### src/rtl/mem_stage_bridge.sv
// M-stage load/store responder: turns one pipeline memory op into a split address/data
// bus transaction, stalls the pipeline while it is outstanding and returns extended load data.
//
// state | meaning
// IDLE  | evaluate M-stage op; aligned op requests combinationally, misaligned op flags addr_errM
// REQ   | request held with captured fields until the bus accepts it
// WAIT  | address accepted, waiting for data_data_ok
// DONE  | one cycle with stallM low so the pipeline advances; readdataM holds the result
module mem_stage_bridge #(
   parameter int ADDR_W = 32
) (
   input  logic              clk,
   input  logic              rst,
   input  logic              memtoregM,
   input  logic              memwriteM,
   input  logic [1:0]        sizeM,
   input  logic              loadsignM,
   input  logic              flushM,
   input  logic [ADDR_W-1:0] aluoutM,
   input  logic [31:0]       writedataM,
   output logic              stallM,
   output logic [31:0]       readdataM,
   output logic              addr_errM,
   output logic              data_req,
   output logic              data_wr,
   output logic [1:0]        data_size,
   output logic [ADDR_W-1:0] data_addr,
   output logic [31:0]       data_wdata,
   output logic [3:0]        data_wstrb,
   input  logic              data_addr_ok,
   input  logic              data_data_ok,
   input  logic [31:0]       data_rdata
);

   typedef enum logic [1:0] {S_IDLE, S_REQ, S_WAIT, S_DONE} state_t;

   state_t              state;
   logic                kill;
   logic [ADDR_W-1:0]   cap_addr;
   logic [1:0]          cap_size;
   logic                cap_wr;
   logic                cap_sign;
   logic [31:0]         cap_wdata;
   logic [3:0]          cap_wstrb;

   logic                mem_op;
   logic                misaligned;
   logic                issue;
   logic [31:0]         lane_wdata;
   logic [3:0]          lane_wstrb;
   logic [7:0]          ld_byte;
   logic [15:0]         ld_half;
   logic [31:0]         ld_ext;

   always_comb begin
      mem_op = memtoregM | memwriteM;
      case (sizeM)
         2'b00:   misaligned = 1'b0;
         2'b01:   misaligned = aluoutM[0];
         default: misaligned = |aluoutM[1:0];
      endcase
   end

   assign issue     = (state == S_IDLE) && mem_op && !flushM && !misaligned;
   assign addr_errM = (state == S_IDLE) && mem_op && !flushM && misaligned;

   always_comb begin
      lane_wdata = writedataM;
      lane_wstrb = 4'b1111;
      case (sizeM)
         2'b00: begin
            lane_wdata = {4{writedataM[7:0]}};
            lane_wstrb = 4'b0001 << aluoutM[1:0];
         end
         2'b01: begin
            lane_wdata = {2{writedataM[15:0]}};
            lane_wstrb = aluoutM[1] ? 4'b1100 : 4'b0011;
         end
         default: ;
      endcase
      if (!memwriteM)
         lane_wstrb = 4'b0000;
   end

   // The request must be visible in the IDLE cycle itself, so bus fields bypass the capture regs then.
   assign data_req   = issue || (state == S_REQ);
   assign stallM     = issue || (state == S_REQ) || (state == S_WAIT);
   assign data_addr  = issue ? aluoutM    : cap_addr;
   assign data_size  = issue ? sizeM      : cap_size;
   assign data_wr    = issue ? memwriteM  : cap_wr;
   assign data_wdata = issue ? lane_wdata : cap_wdata;
   assign data_wstrb = issue ? lane_wstrb : cap_wstrb;

   always_comb begin
      case (cap_addr[1:0])
         2'd0:    ld_byte = data_rdata[7:0];
         2'd1:    ld_byte = data_rdata[15:8];
         2'd2:    ld_byte = data_rdata[23:16];
         default: ld_byte = data_rdata[31:24];
      endcase
      ld_half = cap_addr[1] ? data_rdata[31:16] : data_rdata[15:0];
      case (cap_size)
         2'b00:   ld_ext = {{24{cap_sign & ld_byte[7]}}, ld_byte};
         2'b01:   ld_ext = {{16{cap_sign & ld_half[15]}}, ld_half};
         default: ld_ext = data_rdata;
      endcase
   end

   always_ff @(posedge clk) begin
      if (rst) begin
         state     <= S_IDLE;
         kill      <= 1'b0;
         cap_addr  <= '0;
         cap_size  <= 2'b00;
         cap_wr    <= 1'b0;
         cap_sign  <= 1'b0;
         cap_wdata <= 32'h0;
         cap_wstrb <= 4'h0;
         readdataM <= 32'h0;
      end else begin
         case (state)
            S_IDLE: begin
               kill <= 1'b0;
               if (issue) begin
                  cap_addr  <= aluoutM;
                  cap_size  <= sizeM;
                  cap_wr    <= memwriteM;
                  cap_sign  <= loadsignM;
                  cap_wdata <= lane_wdata;
                  cap_wstrb <= lane_wstrb;
                  state     <= data_addr_ok ? S_WAIT : S_REQ;
               end
            end
            S_REQ: begin
               // A flush cannot withdraw an outstanding request; remember it instead.
               if (flushM)
                  kill <= 1'b1;
               if (data_addr_ok)
                  state <= S_WAIT;
            end
            S_WAIT: begin
               if (flushM)
                  kill <= 1'b1;
               if (data_data_ok) begin
                  if (kill || flushM) begin
                     kill  <= 1'b0;
                     state <= S_IDLE;
                  end else begin
                     if (!cap_wr)
                        readdataM <= ld_ext;
                     state <= S_DONE;
                  end
               end
            end
            S_DONE: state <= S_IDLE;
            default: state <= S_IDLE;
         endcase
      end
   end

endmodule

### config.mk
export PLATFORM = sky130hd
export DESIGN_NAME = mem_stage_bridge
export DESIGN_NICKNAME = d
export VERILOG_FILES = /design/src/rtl/mem_stage_bridge.sv
export SDC_FILE = /design/constraint.sdc
export NUM_CORES = 1
export LEC_CHECK = 0
export BUFFER_PORTS_ARGS = -buffer_cell sky130_fd_sc_hd__buf_4
export CORE_MARGIN = 2
export CORE_UTILIZATION = 49
export CTS_CLUSTER_SIZE = 30
export DETAILED_ROUTE_END_ITERATION = 12
export PLACE_DENSITY_LB_ADDON = 0.2
export SLEW_MARGIN = 20
export SYNTH_ARGS = -nofsm -noshare
export SYNTH_HDL_FRONTEND = slang
export SYNTH_SLANG_ARGS = --single-unit
### constraint.sdc
create_clock -name clk -period 2.65 [get_ports clk]
set_input_delay 0.1325 -clock clk [delete_from_list [all_inputs] [get_ports clk]]
set_output_delay 0.1325 -clock clk [all_outputs]
set_load 0.01 [all_outputs]
=== Word level (Yosys, flattened, before mapping) ===
Cells that the tools add are included.

* Bits in registers: 107
* Input bits: 106
* Output and inout bits: 106
* Word-level logic and storage cells: 66

* Eq/ne operators: 10
* Shifts and indexed selects: 1
* Mux-type cells: 23
* Bitwise gates (word level): 5
* Reductions and logical operators: 18

{| class="wikitable"
|+ Operators with widths
! operator !! count
|-
| $pmux W32 S2 || 2
|-
| $mux W32 || 2
|-
| $pmux W8 S3 || 1
|-
| $mux W16 || 1
|-
| $mux W2 || 6
|-
| $mux W4 || 3
|-
| $eq A2 B1 Y1 const B || 4
|-
| $logic_not A2 Y1 || 4
|-
| $pmux W2 S4 || 1
|-
| $pmux W4 S2 || 1
|-
| $eq A2 B2 Y1 const B || 3
|-
| $ne A2 B2 Y1 const B || 3
|-
| $logic_and A1 B1 Y1 || 4
|-
| $mux W1 || 4
|-
| $reduce_and A4 Y1 || 1
|-
| $shl A1 B2 Y4 const A || 1
|-
| $logic_or A1 B1 Y1 || 3
|-
| $pmux W1 S3 || 1
|-
| $reduce_and A3 Y1 || 1
|-
| $reduce_bool A3 Y1 || 1
|-
| $and A1 B1 Y1 || 2
|-
| $logic_not A1 Y1 || 2
|-
| $not A1 Y1 || 2
|-
| $pmux W1 S2 || 1
|-
| other kinds (3) || 3
|}

=== Logic depth before layout (Yosys ltp) ===
Gate-level depths: netlist of run 1.

* Word-level depth: 6
* Depth in mapped cells: 9
* Gate-level depth less buffers: 6

=== Worst setup path after synthesis of run 1 ===
OpenSTA, ideal clock, no wires.

* Path type: register -> register
* From: reg state[0]
* To: reg readdataM[6]
* Library setup time: 67 ps
* Arrival time: 1904 ps
* Data required time: 2583 ps
* Setup slack: 678 ps
* Stages on the path, launching flop included: 8
* Buffers on the path: 1
* Period minus slack after synthesis: 1972 ps
* Cell sequence: dfxtp_1 > inv_1 > ha_1 > or3b_4 > or3b_1 > buf_4 > a2111o_1 > a21oi_2

* Cells in the longest elaborated chain, start to end: 2

{| class="wikitable"
|+ Ends and longest elaborated chain
! what !! RTL line !! RTL
|-
| start: declaration || 37 || <nowiki>state_t state;</nowiki>
|-
| start signal: assignment || 131 || <nowiki>state <= data_addr_ok ? S_WAIT : S_REQ;</nowiki>
|-
| $eq A2 B2 Y1 || 121 || <nowiki>case (state)</nowiki>
|-
| $reduce_and A4 Y1 (no line) || n/a ||
|-
| end signal: assignment || 150 || <nowiki>readdataM <= ld_ext;</nowiki>
|-
| end: declaration || 22 || <nowiki>output logic [31:0] readdataM,</nowiki>
|}

Every way passes these cells.
A chain may end at the register's enable or synchronous reset.

=== Final worst setup path of run 1 ===
* From: reg state[1]
* To: out data_wdata[0]

* Cells in the longest elaborated chain, start to end: 5

{| class="wikitable"
|+ Ends and longest elaborated chain
! what !! RTL line !! RTL
|-
| $logic_not A2 Y1 || 64 || <nowiki>assign issue = (state == S_IDLE) && mem_op && !flushM && !misaligned;</nowiki>
|-
| $logic_and A1 B1 Y1 (3 in series) || 64 ||
|-
| $mux W32 || n/a ||
|-
| end: declaration || 28 || <nowiki>output logic [31:0] data_wdata,</nowiki>
|}

Every way passes these cells.

==> results of run 1 <==
==> cells by family after synthesis <==
group,count (synthesis),synth area share
multiplexers,93,0.191
buffers and inverters,51,0.0434
AO/OA/AOI/OAI,136,0.169
adder cells (fa/ha/maj),5,0.0120
AND/OR/NAND/NOR,179,0.174
flip-flops,107,0.411
==> how the worst max path moves through the flow <==
stage              from             to  slack (ns)  cells past startpoint
2_1_floorplan  state[0]   readdataM[6]        0.68                      7
3_3_place_gp   state[0]  readdataM[26]        0.54                      6
3_5_place_dp   state[0]  readdataM[29]        0.44                      6
4_1_cts        state[1]   data_size[0]        0.18                      6
5_1_grt        state[0]  data_addr[12]        0.07                      6
6_report       state[1]  data_wdata[0]        0.18                      6
==> metal layers <==
metal	wire length [um]	vias up
met3	1270	38
met2	6820	227
li1	-	2387
met1	6170	2265
met5	0	-
met4	467	0
==> state kept, by name, indices dropped and copies added (netlist names) <==
signal / flops
cap_addr: 32
cap_wdata: 32
readdataM: 32
cap_wstrb: 4
cap_size: 2
state: 2
cap_sign: 1
cap_wr: 1
kill: 1
==> tightest hold or removal path, cell delays in order <==
cell	delay (ns)
buf_4	0.12
nand2_1	0.07
a311oi_1	0.08
==> stage by stage <==
| step | util | setup slack, ns | cells | hold slack (ns) |
|---|---|---|---|---|
| floorplan | - | 0.678 | 571 | 0.268 |
| CTS | 0.691 | 0.185 | 904 | 0.0474 |
| detailed placement | 0.668 | 0.435 | 887 | 0.393 |
| global placement | 0.668 | 0.543 | 887 | 0.388 |
| global route | 0.691 | 0.0663 | 904 | 0.0538 |
| finish | 0.691 | 0.183 | 904 | 0.0661 |
==> power groups by stage <==
stage | Combinational, W | Sequential [W] | Clock (W)
5_1_grt | 0.00183 | 0.00184 | 0.00122
3_5_place_dp | 0.00168 | 0.00186 | 0
4_1_cts | 0.00169 | 0.00182 | 0.00115
3_3_place_gp | 0.00164 | 0.00185 | 0
6_report | 0.00169 | 0.00183 | 0.00112
2_1_floorplan | 0.000973 | 0.00185 | 0
==> timing repair <==
item                                   4_1_cts  5_1_grt
gates resized for setup                      0        0
setup buffers                                0        0
setup endpoints to repair                    0        0
hold buffers                                 1        0
endpoints found under the hold margin        1        0
==> area by class of cell <==
cell class / instances / area share
inverter: 8 / 0.00421
sequential: 107 / 0.300
clock inverter: 5 / 0.0105
clock buffer: 11 / 0.0212
tap: 136 / 0.0239
timing repair buffer: 224 / 0.240
multi-input combinational: 413 / 0.400
==> cell usage in the layout, fill, tap and decap left out, drive strengths merged, types with 11 or more instances in the layout <==
master  instances
a21oi          44
buf           223
and2           17
a211oi         30
o21ai          28
nand2          54
mux2           50
clkbuf         11
nor2b          48
mux2i          43
dfxtp         107
nor2           37
==> run metrics, run 1 <==
Tot Pwr 0.00464 W; # H-tree levels 3; status complete, no violations; M1 GR Usage 0.313; Final GP Congestion approximately 0.9; share of the synthesized area in the top cell type 0.411; CP max FO 24; GRT Max-Usage Layer met2; post-DR vias/cell 5.44; crit start category flip-flop; clk root buf clkbuf_8; GRT Util Overall 0.251; Worst Hold Depth 3; setup violators final 0; Syn Inst Count between 500 and 600; worst hold endpoint readdataM[15]; routing usage on met2 0.398; Seq pwr share 0.393; largest stage delay on the critical path between 0.4 and 0.5 ns; most frequent cell on the critical path buf_4; area delta synth->final 36.8%; Register Area 2140 um2; Post-synth EDFFs 0; Post-synth top cells 107 x dfxtp_1, 54 x nand2_1, 49 x mux2_2; cells along the critical path inv_1, ha_1, and4_4, buf_4, mux2_2, buf_4; Internal Pwr Total approximately 0.0032 W; TritonCTS Sinks approximately 110; vias between 4000 and 5000; Max clock buf depth 2; fmax a little over 0.4 GHz; Sw Ratio 0.313; final hold vios 0; Mapped Area between 5000 and 6000 um2; worst endpoint required time ~2.5 ns; Finished Cell Area approximately 7100 um2; Core ar. 10300 um2; Reg-to-Reg End readdataM[19]; CTS tree built; drt drc 0; Critical-path top delay cell and4_4; Bufs and invs on worst path 3; Routed WL 14700 um; global-route wire length before repair ~23000 um; Syn Nets 682; DIE WIDTH 107 um; launching point of the worst reg2reg path state[0]; reg-to-reg slack, setup 0.42 ns; layout cells sized above 1 0.385; most frequent cell after synthesis dfxtp_1; Hold Crit Class primary input to flip-flop; Top delay family on crit path buffers and inverters; peak supply drop between 300 and 400 uV; area occupied by multi-input gates about 2900 um2; Power per Cell Area roughly 650 nW/um2; Die ar. roughly 11000 um2; Crit. End Element output port; largest net degree at the start of global routing 58; period utilization 0.931; HP Start data_rdata[15]; Synth Register Bits roughly 110; Primary FF master, synth dfxtp_1; Slew Limit Fails 0; initial antenna violation count 0; post-route clock skew roughly 0.011 ns; Avg Synthesized Cell Area between 9 and 10 um2; RSZ-0062 raised after global routing false; Num CTS Buffers 9; Yosys warnings 0; drt pass-1 iters 5; Reg clk slew, reported paths approximately 0.1 ns; FF-to-FF path depth 6; post-detail-place hpwl roughly 11000 um; total gr overflow 0; Tightest Pin Transition between 1 and 1.5 ns; area leader, netlist dfxtp_1; number of diodes 0; port bufs approximately 210; DRT antenna net count 0; 1st-iter DRT viols between 200 and 250; critical path type flip-flop to output port; Post-synth ARST share 0; Post-DP Area a little under 7000 um2; net switching power 0.00145 W; # Max-Cap Violations 0; Leakage approximately 3.2 nW; Clk pwr share 0.242; Slew HR 0.284; Fillers around 800; vias in the first global route 4682; row count 37; Initial Utilization 0.505; data arrival time of the worst path ~2.3 ns; Die Y between 100 and 150 um; synth unique cells between 40 and 50; Final TNS setup 0 ns; clock latency on the worst-skew pair 0.37 ns; top cells by area, synth dfxtp_1 41%, mux2_2 11%, mux2i_1 8.3%, nor2b_1 5.8%, a211oi_1 4.3%; layout net count 874; post-synthesis sequential area ratio 0.411; I/O pin cnt 212; Final min period ~2.5 ns; WL per Instance roughly 16 um; GR Layer Usage met3 0.0657; Logic pwr share 0.364
(Power assumes the default switching activity.)
==> run 2, diff against run 1 <==
--- a/config.mk
+++ b/config.mk
@@ -11,6 +11,7 @@
 export CTS_CLUSTER_SIZE = 30
 export DETAILED_ROUTE_END_ITERATION = 12
 export PLACE_DENSITY_LB_ADDON = 0.2
+export RECOVER_POWER = 50
 export SLEW_MARGIN = 20
 export SYNTH_ARGS = -nofsm -noshare
 export SYNTH_HDL_FRONTEND = slang
==> run metrics, run 2 (synthesized netlist as in run 1, its figures left out) <==
Reg clk slew, reported paths 0.09 ns (was 0.10 ns); post-detail-place hpwl 10800 um (unchanged); final core utilization 0.677 (was 0.691); Place WS 0.435 ns (unchanged); Slew HR 0.280 (was 0.284); post-route clock skew 0.0110 ns (was 0.0106 ns); drt drc 0 (unchanged); RSZ-0062 raised after global routing false (unchanged); HP Start data_rdata[15] (unchanged); FF-to-FF path depth 6 (unchanged); cells along the critical path inv_1, ha_1, and4_4, buf_4, mux2_2, buf_4 (unchanged); DIE WIDTH 107 um (unchanged); most common cell after layout, fill and taps aside buf_4 (unchanged); layout cells sized above 1 0.326 (was 0.385); I/O pin cnt 212 (unchanged); Reg-to-Reg End readdataM[27] (was readdataM[19]); status complete, no violations (unchanged); WL per Instance 16.2 um (was 16.3 um); Tightest Pin Transition 1.08 ns (was 1.07 ns); Core ar. 10300 um2 (unchanged); routed wl met2 6750 um (was 6820 um); critical path type flip-flop to output port (unchanged); Max clock buf depth 2 (unchanged); CP max FO 24 (unchanged); setup violators final 0 (unchanged); layout net count 874 (unchanged); Crit path depth 6 (unchanged); Die Y 107 um (unchanged); Hold Crit Class primary input to flip-flop (unchanged); CTS tree built (unchanged); CTS Hold Buffers Added 1 (unchanged); Initial Utilization 0.505 (unchanged); launching point of the worst reg2reg path state[0] (unchanged); area delta synth->final 34.1% (was 36.8%); Final GP Congestion 0.896 (unchanged); # Max-Cap Violations 0 (unchanged); Die ar. 11500 um2 (unchanged); most frequent cells in the layout 184 x buf_4, 107 x dfxtp_1, 54 x nand2_1, 48 x nor2b_1, 43 x mux2i_1 (was 221 x buf_4, 107 x dfxtp_1, 54 x nand2_1, 49 x mux2_2, 48 x nor2b_1); number of diodes 0 (unchanged); net switching power 0.00145 W (about the same); largest net degree at the start of global routing 58 (unchanged); Final min period 2.46 ns (was 2.47 ns); TritonCTS Sinks 107 (unchanged); vias 4860 (was 4917); Clk pwr share 0.245 (was 0.242); 1st-iter DRT viols 268 (was 212); Final TNS setup 0 ns (unchanged); M1 WL 6200 um (was 6170 um); setup slack after layout 0.188 ns (was 0.183 ns); Regs by FF count cap_addr: 32 flops, cap_wdata: 32 flops, readdataM: 32 flops (unchanged); Placed Cells 887 (unchanged); Post-DP Area 6890 um2 (unchanged); largest stage delay on the critical path 0.44 ns (was 0.45 ns); Slew Limit Fails 0 (unchanged); Leakage 3.01 nW (was 3.16 nW); Worst Hold Depth 3 (unchanged); fmax 0.406 GHz (was 0.405 GHz); clock latency on the worst-skew pair 0.37 ns (about the same); Num CTS Buffers 9 (unchanged); Logic pwr share 0.358 (was 0.364); crit start category flip-flop (unchanged); Crit. End Element output port (unchanged); Top delay family on crit path buffers and inverters (unchanged); Seq pwr share 0.397 (was 0.393); Bufs and invs on worst path 3 (unchanged); met3 WL post-DR 1250 um (was 1270 um); drt pass-1 iters 5 (unchanged); Routed WL 14700 um (about the same); final hold vios 0 (unchanged); DRT antenna net count 0 (unchanged); Critical-path top delay cell and4_4 (unchanged); data arrival time of the worst path 2.33 ns (about the same); port bufs 211 (unchanged); total gr overflow 0 (unchanged); GRT Util Overall 0.251 (unchanged); row count 37 (unchanged); Internal Pwr Total 0.00314 W (was 0.00319 W); worst endpoint required time 2.52 ns (about the same); global-route wire length before repair 22800 um (unchanged); post-DR vias/cell 5.38 (was 5.44); reg-to-reg slack, setup 0.39 ns (was 0.42 ns); Sw Ratio 0.315 (was 0.313); peak supply drop 357 uV (was 360 uV); Layout Cells excl Fill 904 (unchanged); clk root buf clkbuf_8 (unchanged); vias in the first global route 4682 (unchanged); # H-tree levels 3 (unchanged); Power per Cell Area 657 nW/um2 (was 651 nW/um2); top routing layer used met4 (unchanged); Finished Cell Area 6990 um2 (was 7130 um2); worst hold endpoint readdataM[15] (unchanged); Setup Fix Bufs, Post-CTS 0 (unchanged); initial antenna violation count 0 (unchanged); period utilization 0.929 (was 0.931); post-CTS sizing 0 (unchanged); Fillers 871 (was 820); most frequent cell on the critical path buf_4 (unchanged)
==> run 2: layout make-up <==
| class | count | area (um2) | share of cell area |
|---|---|---|---|
| clock inverters | 5 | 75.1 | 0.0107 |
| multi-input cells | 413 | 2850 | 0.408 |
| well taps | 136 | 170 | 0.0243 |
| clock buffers | 11 | 151 | 0.0217 |
| flip-flops and latches | 107 | 2140 | 0.306 |
| inverters | 8 | 30.0 | 0.00430 |
| repair buffers | 224 | 1570 | 0.225 |
==> run 2: routing by layer <==
layer	track usage	up-vias
met2	0.398	210
li1	-	2383
met1	0.313	2232
met5	0	-
met3	0.0657	35
met4	0.124	0
==> run 2: power groups by stage <==
stage | Combinational [W] | Clock [W] | Sequential [W]
2_1_floorplan | 0.000973 | 0 | 0.00185
3_3_place_gp | 0.00164 | 0 | 0.00185
3_5_place_dp | 0.00168 | 0 | 0.00186
4_1_cts | 0.00169 | 0.00115 | 0.00182
5_1_grt | 0.00178 | 0.00122 | 0.00184
6_report | 0.00164 | 0.00112 | 0.00182
==> run 2: worst register-to-register path, cell delays in order (launching register included) <==
cell       delay (ns)
dfxtp_1          0.35
inv_1            0.12
ha_1             0.18
or3b_1           0.44
nor3b_4          0.26
o2111ai_1        0.57
o21ai_0          0.27
==> run 2: worst max-delay path by stage <==
stage	startpoint	end	slack, ns
finish	state[1]	data_wdata[0]	0.19
detailed placement	state[0]	readdataM[29]	0.44
CTS	state[1]	data_size[0]	0.18
floorplan	state[0]	readdataM[6]	0.68
global placement	state[0]	readdataM[26]	0.54
global route	state[0]	data_addr[12]	0.06
==> run 2: through the flow <==
step | hold slack [ns] | total power, W
CTS | 0.0474 | 0.00467
global placement | 0.388 | 0.00350
finish | 0.0663 | 0.00459
detailed placement | 0.393 | 0.00354
floorplan | 0.268 | 0.00282
global route | 0.0538 | 0.00484
